<file path="config.mk">
export PLATFORM = sky130hd
export DESIGN_NAME = bounce_gen
export DESIGN_NICKNAME = d
export VERILOG_FILES = /design/src/rtl/bounce_gen.sv
export SDC_FILE = /design/constraint.sdc
export NUM_CORES = 1
export LEC_CHECK = 0
export ABC_AREA = 1
export BUFFER_PORTS_ARGS = -buffer_cell sky130_fd_sc_hd__clkbuf_2
export CAP_MARGIN = 20
export CORE_ASPECT_RATIO = 1.2
export CORE_UTILIZATION = 45
export CTS_BUF_LIST = sky130_fd_sc_hd__clkbuf_8
export CTS_CLUSTER_DIAMETER = 40
export DETAILED_ROUTE_END_ITERATION = 7
export PLACE_DENSITY = 0.66
export SKIP_CTS_REPAIR_TIMING = 1
export SLEW_MARGIN = 20
export SYNTH_ARGS = -nofsm -noshare
export SYNTH_HDL_FRONTEND = slang
export SYNTH_SLANG_ARGS = --single-unit
</file>
<file path="constraint.sdc">
create_clock -name clk -period 2 [get_ports clk]
set_input_delay 0.1 -clock clk [delete_from_list [all_inputs] [get_ports clk]]
set_output_delay 0.1 -clock clk [all_outputs]
set_load 0.02 [all_outputs]
</file>
<file path="src/rtl/bounce_gen.sv">
// rtl/bounce_gen.sv - switch bounce generator driven by a 16-bit Galois LFSR
//
// Purpose: turns a clean switch level into a bouncy one for exercising a
// debouncer. A level change on sw_in (with en=1) opens a window of exactly
// BOUNCE_LEN cycles. Inside the window sw_out flips after pseudo-random
// segments of 1..2^SEG_W cycles. When the window closes, sw_out settles on the
// most recent sw_in level.
//
// Ports:
//   clk      in   1  clock, rising edge
//   reset    in   1  asynchronous, active-low
//   sw_in    in   1  clean switch level (synchronous to clk)
//   en       in   1  1 = inject bounce, 0 = registered pass-through
//   sw_out   out  1  bouncy switch level (registered)
//   busy     out  1  burst window in progress
//   toggles  out  8  sw_out transitions in current/last burst, saturating
`timescale 1ns/1ps
module bounce_gen #(
    parameter int          BOUNCE_LEN = 1000000,
    parameter int          SEG_W      = 8,
    parameter logic [15:0] SEED       = 16'hACE1
) (
    input  logic       clk,
    input  logic       reset,
    input  logic       sw_in,
    input  logic       en,
    output logic       sw_out,
    output logic       busy,
    output logic [7:0] toggles
);

    localparam int               WIN_W     = (BOUNCE_LEN > 1) ? $clog2(BOUNCE_LEN) : 1;
    localparam logic [WIN_W-1:0] WIN_LAST  = WIN_W'(BOUNCE_LEN - 1);
    // An all-zero seed would lock the LFSR at zero forever.
    localparam logic [15:0]      LFSR_INIT = (SEED == 16'h0000) ? 16'h0001 : SEED;

    typedef enum logic {
        S_IDLE,
        S_BOUNCE
    } state_t;

    state_t           r_state;
    logic [15:0]      r_lfsr;
    logic [WIN_W-1:0] r_win_cnt;
    logic [SEG_W-1:0] r_seg_cnt;
    logic             r_target;
    logic             r_sw_out;
    logic [7:0]       r_toggles;

    logic [15:0]      w_lfsr_next;
    logic [SEG_W-1:0] w_seg_load;
    logic [7:0]       w_tog_inc;

    // Right-shifting Galois form of x^16+x^14+x^13+x^11+1.
    assign w_lfsr_next = {1'b0, r_lfsr[15:1]} ^ (r_lfsr[0] ? 16'hB400 : 16'h0000);
    assign w_seg_load  = r_lfsr[SEG_W-1:0];
    assign w_tog_inc   = (r_toggles == 8'hFF) ? r_toggles : r_toggles + 8'd1;

    always_ff @(posedge clk or negedge reset) begin
        if (!reset) begin
            r_state   <= S_IDLE;
            r_lfsr    <= LFSR_INIT;
            r_win_cnt <= '0;
            r_seg_cnt <= '0;
            r_target  <= 1'b0;
            r_sw_out  <= 1'b0;
            r_toggles <= 8'd0;
        end else begin
            // The LFSR free-runs so segment lengths depend on absolute timing.
            r_lfsr <= w_lfsr_next;
            case (r_state)
                S_IDLE: begin
                    if (!en) begin
                        r_sw_out <= sw_in;
                    end else if (sw_in != r_sw_out) begin
                        r_sw_out  <= ~r_sw_out;
                        r_target  <= sw_in;
                        r_win_cnt <= WIN_LAST;
                        r_seg_cnt <= w_seg_load;
                        r_toggles <= 8'd1;
                        r_state   <= S_BOUNCE;
                    end
                end
                S_BOUNCE: begin
                    // Latest input level wins; the window itself never restarts.
                    r_target <= sw_in;
                    if (!en) begin
                        // Abort: snap to the input, keep the toggle count.
                        r_sw_out  <= sw_in;
                        r_win_cnt <= '0;
                        r_seg_cnt <= '0;
                        r_state   <= S_IDLE;
                    end else if (r_win_cnt == '0) begin
                        r_sw_out <= r_target;
                        r_state  <= S_IDLE;
                        if (r_sw_out != r_target) begin
                            r_toggles <= w_tog_inc;
                        end
                    end else begin
                        r_win_cnt <= r_win_cnt - 1'b1;
                        if (r_seg_cnt == '0) begin
                            r_sw_out  <= ~r_sw_out;
                            r_seg_cnt <= w_seg_load;
                            r_toggles <= w_tog_inc;
                        end else begin
                            r_seg_cnt <= r_seg_cnt - 1'b1;
                        end
                    end
                end
                default: r_state <= S_IDLE;
            endcase
        end
    end

    assign sw_out  = r_sw_out;
    assign busy    = (r_state == S_BOUNCE);
    assign toggles = r_toggles;

endmodule
</file>
==> run_results.csv, run 1 <==
group,metric,value,unit
clock_network,cts_root_buf,"clkbuf_8",
yosys,synth-seq-cells,55,
yosys,synth.top_cells.by_count,"nand2_1, nor2_1, inv_1",
job,maxCapViolCount,0,
yosys,ys_seq_area_share,41.5,%
drt,viasPerCell,5.12,
sta,fmax,0.554,GHz
yosys,synth.largest_area_cell,"dfrtp_1",
sta,slew_violations,0,
floorplanning,die_w,80.7,µm
floorplanning,pin_count,14,
place,dp_worst_setup_slack,0.197,ns
sta,setup-violations-final,0,
yosys,synthesis.nets,427,
hold_path,hold_start,"sw_in",
yosys,synth_ff_type,"dfrtp_1",
status,status,"finished, final reports clean",
yosys,ys_warn_count,0,
setup_path,critPathKind,"reg -> reg",
global_route,grt-ovfl-total,0,
place,io_buffers,13,
drt,wl_per_cell,13.4,µm
setup_path,crit_fanout,16,
drt,num_vias,2758,
hold_path,hold_class,"in -> reg",
place,hpwl,5400,µm
clock_network,insertion_delay,0.32,ns
final_layout,fin_util,51.2,%
sta,setup_slack,0.195,ns
setup_path,slowest_delay,0.39,ns
clock_network,clockBufferDepth,2,
clock_network,cts.sinks,55,
global_route,grt_pass1_vias,2742,
yosys,synth_area,0.00334,mm²
yosys,yosysMostFrequentCell,"nand2_1",
sta,fin_tns_setup,0,ns
sta,hold_viol,0,
sta,relSlewSlack,51.3,%
final_layout,fin_nets,457,
floorplanning,die_y,96.4,µm
sta,rsz0062_at_grt,"no",
setup_path,crit_slowest_cell,"dfrtp_1",
floorplanning,num_rows,34,
drt,drtIter0Drc,69,
setup_path,worst-path-buf-inv,2,
setup_path,worstReg2RegStart,"r_win_cnt[16]",
power_and_ir_drop,p_total,4.87,mW
sta,worstMarginPinSlew,0.730,ns
yosys,synthTopCellsByArea,"dfrtp_1, nand2_1, dfstp_2",
place,gp_congestion,0.849,
setup_path,crit_path_start_kind,"register",
setup_path,crit_start,"r_win_cnt[16]",
yosys,synth_fa_ha_area_share,1.87,%
sta,period_share,90.3,%
yosys,netlist_instances,418,
power_and_ir_drop,power-per-cell-area,1320,mW/mm²
floorplanning,core-area,0.00723,mm²
power_and_ir_drop,ir_worst_vdd,574,µV
setup_path,worstPathCellList,"buf_4, nor2_1, nand2_1, nor2_1, nand4_2, nand2_4, buf_4, a22oi_2",
yosys,synthArstFlopShare,100,%
floorplanning,initial_core_util,46.2,%
global_route,grt_antenna_before_repair,0,
global_route,grt_max_degree,26,
clock_network,cts_buffers,5,
clock_network,cts_tree,"done",
final_layout,antenna_cells,0,
drt,ant_nets,0,
clock_network,clk_pin_slew,0.11,ns
global_route,gr-usage-all-layers,20.9,%
drt,drcViolationCount,0,
yosys,synth.distinct_cells,40,
yosys,muxShareOfSynthArea,0,%
yosys,synth_compound_area_share,13.0,%
floorplanning,dieArea,0.00777,mm²
final_layout,area_growth,10.7,%
setup_path,required,2.17,ns
yosys,synthXorXnorAreaFrac,4.72,%
yosys,synth_top_family_by_area,"simple AND/OR/NAND/NOR gates",
final_layout,drive_above_1_share,19.8,%
setup_path,endpoint_kind,"register",
yosys,synth_top_area_share,35.2,%
global_route,grt_pass1_wl,12500,µm
clock_network,h-tree-depth,2,
sta,min_period,1.81,ns
yosys,synth_simple_gate_area_share,30.4,%
drt,first_pass_iters,4,
drt,drt_wl_total,7250,µm
yosys,syn_area_per_cell,7.99,µm²
sta,clock_skew,0.00337,ns
setup_path,crit_family,"simple AND/OR/NAND/NOR gates",
power_and_ir_drop,power_leakage,1.90,nW
yosys,synth_edf_count,0,
setup_path,arrival,1.97,ns
-- state kept, by name, indices dropped and copies added, names as in the netlist --
name and count:
busy 1, r_lfsr 16, r_seg_cnt 8, r_target 1, r_win_cnt 20, sw_out 1
toggles 8
-- report_power, final --
| part | internal, mW | switching [mW] |
|---|---|---|
| Combinational | 0.909 | 1.72 |
| Clock | 0.267 | 0.421 |
| Sequential | 1.35 | 0.216 |
-- final timing paths --
| kind | to | slack, ns | cells after the start |
|---|---|---|---|
| min reg2reg | r_lfsr[7] | 0.36 | 0 |
| min | r_target | 0.02 | 3 |
| max | r_win_cnt[5] | 0.19 | 8 |
| max reg2reg | r_win_cnt[5] | 0.19 | 8 |
| min in group asynchronous | r_win_cnt[6] | 0.30 | 2 |
| max in group asynchronous | r_lfsr[6] | 1.09 | 3 |
-- worst min-delay path, cell delays in order --
cell and delay [ns]:
clkbuf_2 0.10, nand2_1 0.06, nand2_1 0.05
-- final cells by class --
cell class | count | area, µm²
multi-input combinational | 301 | 1670
tap | 90 | 113
timing repair buffer | 32 | 223
fill | 740 | 3530
clock inverter | 3 | 31.3
clock buffer | 5 | 68.8
inverter | 53 | 205
sequential | 55 | 1390
-- metal layers --
layer  global-route usage (%)  share of wire, %  up-vias
li1                         -                 -     1410
met1                     25.7                46     1300
met2                     37.1                51       35
met3                     2.35               1.7       13
met4                     8.48               2.1        0
met5                        0                 0        -
-- layout by cell type (no fill, tap or decap), drive strengths merged, types with 5 or more instances in the layout --
cell type / synthesis / layout
xor2: 15 / 15
a21o: 5 / 5
clkbuf: 2 / 18
dfstp: 8 / 8
nand4: 12 / 12
nand3: 42 / 42
buf: 7 / 18
a21oi: 5 / 5
o21ai: 26 / 26
nand2: 102 / 102
a22oi: 10 / 10
inv: 51 / 53
o21bai: 8 / 8
ha: 5 / 5
nor2: 63 / 63
dfrtp: 47 / 47
-- kinds of logic after synthesis --
| kind of cell | Yosys count |
|---|---|
| fa+ha+maj | 5 |
| simple gates | 222 |
| buf+inv | 62 |
| flops | 55 |
| compound gates | 56 |
| xor+xnor | 18 |
-- stage by stage --
step	instance area [µm²]	std cells	hold WS, ns
6_report	3700	539	0.0169
5_1_grt	3700	539	0.0586
3_3_place_gp	3590	530	0.146
2_1_floorplan	3340	418	-0.196
3_5_place_dp	3590	530	0.145
4_1_cts	3690	538	-0.211
Power figures use the tool's default switching activity.
==> run 2: changes to the inputs <==
- CORE_MARGIN: default -> 4
==> run_results.csv, run 2 (synthesis results as in run 1) <==
group,metric,value,unit
place,hpwl,5230,µm
drt,wl_per_cell,13.1,µm
global_route,grt-ovfl-total,0,
final_layout,fin_util,51.1,%
sta,hold_viol,0,
sta,fin_tns_setup,0,ns
clock_network,cts_root_buf,"clkbuf_8",
setup_path,slowest_delay,0.42,ns
floorplanning,initial_core_util,46.2,%
global_route,gr-usage-all-layers,17.5,%
setup_path,worst-path-buf-inv,2,
clock_network,clk_pin_slew,0.11,ns
global_route,grt_max_degree,36,
power_and_ir_drop,p_total,4.81,mW
place,place_area,0.00358,mm²
drt,drcViolationCount,0,
floorplanning,die_y,102,µm
final_layout,antenna_cells,0,
sta,relSlewSlack,63.7,%
setup_path,crit_path_start_kind,"register",
sta,min_period,1.75,ns
final_layout,fin_nets,455,
final_layout,multi_input_area,0.00167,mm²
final_layout,layout_commonest_cell,"nand2_1",
setup_path,required,2.23,ns
floorplanning,pin_count,14,
drt,num_vias,2775,
clock_network,clockBufferDepth,2,
setup_path,worstPathCellList,"inv_1, buf_4, ha_1, nand2_1, nor2_1, nand2_1, nand2_1, nand3_1, a22oi_2",
place,gp_congestion,0.914,
setup_path,arrival,1.98,ns
sta,fmax,0.570,GHz
final_layout,drive_above_1_share,19.5,%
sta,period_share,87.7,%
drt,first_pass_iters,4,
drt,ant_nets,0,
clock_network,h-tree-depth,2,
global_route,grt_pass1_vias,2760,
sta,worstMarginPinSlew,0.545,ns
drt,drt_wl_total,7040,µm
sta,setup-violations-final,0,
final_layout,largest_reg_flops,20,
global_route,grt_pass1_wl,12500,µm
sta,clock_skew,0.0103,ns
final_layout,largest_register,"r_win_cnt",
sta,rsz0062_at_grt,"no",
clock_network,cts_buffers,5,
power_and_ir_drop,power-per-cell-area,1300,mW/mm²
final_layout,fin_area,0.00369,mm²
floorplanning,core-area,0.00723,mm²
final_layout,regArea,0.00139,mm²
final_layout,area_growth,10.6,%
job,maxCapViolCount,0,
drt,viasPerCell,5.17,
clock_network,cts.sinks,55,
final_layout,fillers,731,
setup_path,critPathKind,"reg -> reg",
sta,slew_violations,0,
floorplanning,dieArea,0.00887,mm²
status,status,"finished, final reports clean",
setup_path,cpMostUsedCell,"nand2_1",
power_and_ir_drop,ir_worst_vdd,591,µV
clock_network,insertion_delay,0.31,ns
setup_path,crit_family,"simple AND/OR/NAND/NOR gates",
final_layout,layout_common_cells,"nand2_1, nor2_1, inv_1, dfrtp_1, nand3_1",
global_route,grt_antenna_before_repair,0,
setup_path,crit_fanout,5,
drt,drtIter0Drc,104,
place,io_buffers,13,
floorplanning,die_w,86.7,µm
setup_path,crit_slowest_cell,"nor2_1",
clock_network,cts_tree,"done",
setup_path,endpoint_kind,"register",
power_and_ir_drop,power_leakage,1.89,nW
floorplanning,num_rows,34,
hold_path,hold_class,"in -> reg",
final_layout,top_regs,"r_win_cnt: 20 flops, r_lfsr: 16 flops",
## run 2: cell types whose count changed in the layout (fill, tap and decap cells not counted)
cell        delta
buf_4          -3
clkinvlp_4     +1
inv_8          -1
buf_12         +1
## run 2: final cells by class
| type | instances | share of cell area, % |
|---|---|---|
| flip-flops and latches | 55 | 37.5 |
| inverters | 53 | 5.56 |
| well taps | 90 | 3.05 |
| repair buffers | 30 | 5.96 |
| multi-input cells | 301 | 45.3 |
| clock buffers | 5 | 1.86 |
| clock inverters | 3 | 0.745 |
## run 2: path summary, 6_finish.rpt
kind,startpoint,endpoint,slack (ns),cells after the start
setup / recovery,r_win_cnt[0],r_win_cnt[16],0.25,9
max in group asynchronous,reset,r_lfsr[10],1.04,3
min in group asynchronous,reset,r_seg_cnt[4],0.31,2
hold reg to reg,r_lfsr[8],r_lfsr[7],0.36,0
setup reg to reg,r_win_cnt[0],r_win_cnt[16],0.25,9
hold / removal,sw_in,r_target,0.03,3
## run 2: power breakdown
group	switching (mW)	internal [mW]
Sequential	0.218	1.35
Combinational	1.69	0.913
Clock	0.389	0.258
Total	2.30	2.52
## run 2: through the flow
stage | hold WS [ns] | setup slack (ns) | instances
3_3_place_gp | 0.119 | -0.0494 | 527
3_5_place_dp | 0.120 | 0.0688 | 528
2_1_floorplan | -0.196 | 0.445 | 418
6_report | 0.0269 | 0.245 | 537
4_1_cts | -0.228 | 0.0274 | 536
5_1_grt | 0.0252 | 0.0775 | 537
## run 2: metal layers
layer	vias up	part of all wire [%]	GRT usage, %
met4	0	2.4	5.88
met1	1314	44	21.4
met2	43	51	31.2
met5	-	0	0
li1	1405	-	-
met3	13	2.6	2.74
## run 2: worst register-to-register path, cell delays in order, from the launching register on
cell and delay (ns):
dfrtp_1 0.38, inv_1 0.07, buf_4 0.13, ha_1 0.16, nand2_1 0.15, nor2_1 0.42
nand2_1 0.10, nand2_1 0.07, nand3_1 0.07, a22oi_2 0.15
==> run 3: changes to the inputs <==
- PLACE_DENSITY: 0.66 -> default
- PLACE_DENSITY_LB_ADDON: default -> 0.12
==> run_results.csv, run 3 (synthesis results as in run 1) <==
group,metric,value,unit
sta,fin_tns_setup,0,ns
clock_network,cts_root_buf,"clkbuf_8",
sta,relSlewSlack,62.4,%
final_layout,drive_above_1_share,18.3,%
power_and_ir_drop,ir_worst_vdd,739,µV
global_route,grt_max_degree,25,
clock_network,clockBufferDepth,2,
final_layout,largest_register,"r_win_cnt",
place,hpwl,5500,µm
sta,rsz0062_at_grt,"no",
floorplanning,initial_core_util,46.2,%
final_layout,layout_common_cells,"nand2_1, nor2_1, inv_1, dfrtp_1, nand3_1",
hold_path,hold_class,"in -> reg",
drt,drtIter0Drc,72,
setup_path,worst-path-buf-inv,1,
hold_path,min_to,"r_target",
floorplanning,core-area,0.00723,mm²
sta,slew_violations,0,
global_route,gr-usage-all-layers,18.8,%
place,place_area,0.00353,mm²
final_layout,fin_area,0.00364,mm²
global_route,grt_pass1_vias,2713,
drt,wl_per_cell,14.2,µm
final_layout,regArea,0.00139,mm²
final_layout,fin_nets,450,
job,maxCapViolCount,0,
clock_network,insertion_delay,0.31,ns
power_and_ir_drop,power-per-cell-area,1310,mW/mm²
place,io_buffers,13,
setup_path,slowest_delay,0.37,ns
floorplanning,dieArea,0.00887,mm²
final_layout,multi_input_area,0.00167,mm²
setup_path,critPathKind,"reg -> reg",
clock_network,clk_pin_slew,0.11,ns
setup_path,crit_fanout,8,
floorplanning,die_w,86.7,µm
drt,viasPerCell,5.15,
clock_network,cts_tree,"done",
setup_path,crit_family,"simple AND/OR/NAND/NOR gates",
floorplanning,pin_count,14,
final_layout,fillers,714,
clock_network,h-tree-depth,2,
setup_path,required,2.21,ns
setup_path,crit_path_start_kind,"register",
hold_path,min_path_cells,3,
final_layout,antenna_cells,0,
global_route,grt_pass1_wl,13100,µm
hold_path,hold_start,"sw_in",
final_layout,fin_util,50.3,%
drt,num_vias,2738,
power_and_ir_drop,power_leakage,1.86,nW
sta,setup-violations-final,0,
drt,ant_nets,0,
final_layout,top_regs,"r_win_cnt: 20 flops, r_lfsr: 16 flops",
sta,hold_viol,0,
sta,worstMarginPinSlew,0.564,ns
drt,drcViolationCount,0,
sta,min_period,1.76,ns
clock_network,cts_buffers,5,
status,status,"finished, final reports clean",
setup_path,arrival,1.97,ns
drt,first_pass_iters,4,
setup_path,rrSetupSlack,0.24,ns
setup_path,crit_slowest_cell,"dfrtp_1",
floorplanning,num_rows,34,
final_layout,layout_commonest_cell,"nand2_1",
setup_path,endpoint_kind,"register",
floorplanning,die_y,102,µm
power_and_ir_drop,p_total,4.78,mW
setup_path,worstReg2RegStart,"r_win_cnt[0]",
sta,fmax,0.567,GHz
drt,drt_wl_total,7540,µm
final_layout,area_growth,8.95,%
setup_path,r2r_cells,9,
global_route,grt_antenna_before_repair,0,
setup_path,worstPathCellList,"inv_1, ha_1, nand2_1, nor2_1, nand4_1, nor2_1, nor2_4, nand3_1, nand2_1",
clock_network,cts.sinks,55,
final_layout,largest_reg_flops,20,
sta,clock_skew,0.00875,ns
place,gp_congestion,0.830,
global_route,grt-ovfl-total,0,
sta,period_share,88.2,%
setup_path,r2r_end,"toggles[1]",
run 3: report_power, final:
part           internal, mW  switching, mW  leakage, nW  total (mW)
clock network         0.259          0.404       0.0491       0.663
registers              1.34          0.232        0.694        1.58
logic                 0.852           1.69         1.12        2.54
run 3: per-stage QoR:
step / worst slack (ns) / hold WS [ns] / instances
floorplan: 0.445 / -0.196 / 418
global placement: 0.293 / 0.125 / 523
detailed placement: 0.264 / 0.118 / 523
CTS: 0.235 / -0.232 / 531
global route: 0.0488 / 0.0602 / 532
finish: 0.237 / 0.0299 / 532
run 3: worst max-delay path by stage:
stage | from | endpoint | slack [ns] | cells after the start
6_report | r_win_cnt[0] | toggles[1] | 0.24 | 9
5_1_grt | r_win_cnt[0] | toggles[6] | 0.05 | 10
4_1_cts | r_win_cnt[6] | r_win_cnt[17] | 0.24 | 10
3_5_place_dp | r_win_cnt[6] | r_win_cnt[19] | 0.26 | 10
3_3_place_gp | r_win_cnt[6] | r_win_cnt[19] | 0.29 | 10
2_1_floorplan | r_win_cnt[0] | r_win_cnt[8] | 0.45 | 8
run 3: per-layer routing:
layer / vias up / global-route usage (%) / wire, µm
li1: 1388 / - / -
met1: 1296 / 24.4 / 3370
met2: 41 / 32.2 / 3820
met3: 13 / 3.06 / 216
met4: 0 / 5.52 / 136
met5: - / 0 / 0
run 3: cell type report:
class	count	area share, %
Multi-Input combinational cell	301	45.9
Sequential cell	55	38.1
Inverter	53	5.64
Timing Repair Buffer	25	4.68
Tap cell	90	3.09
Clock buffer	5	1.89
Clock inverter	3	0.722
run 3: worst register-to-register path: cells and delay by family, from the launching register on:
kind                       cells  cell delay [ns]
DFF                            1             0.37
and+or+nand+nor                7             0.98
buffers and inverters          1             0.14
adders and majority gates      1             0.17
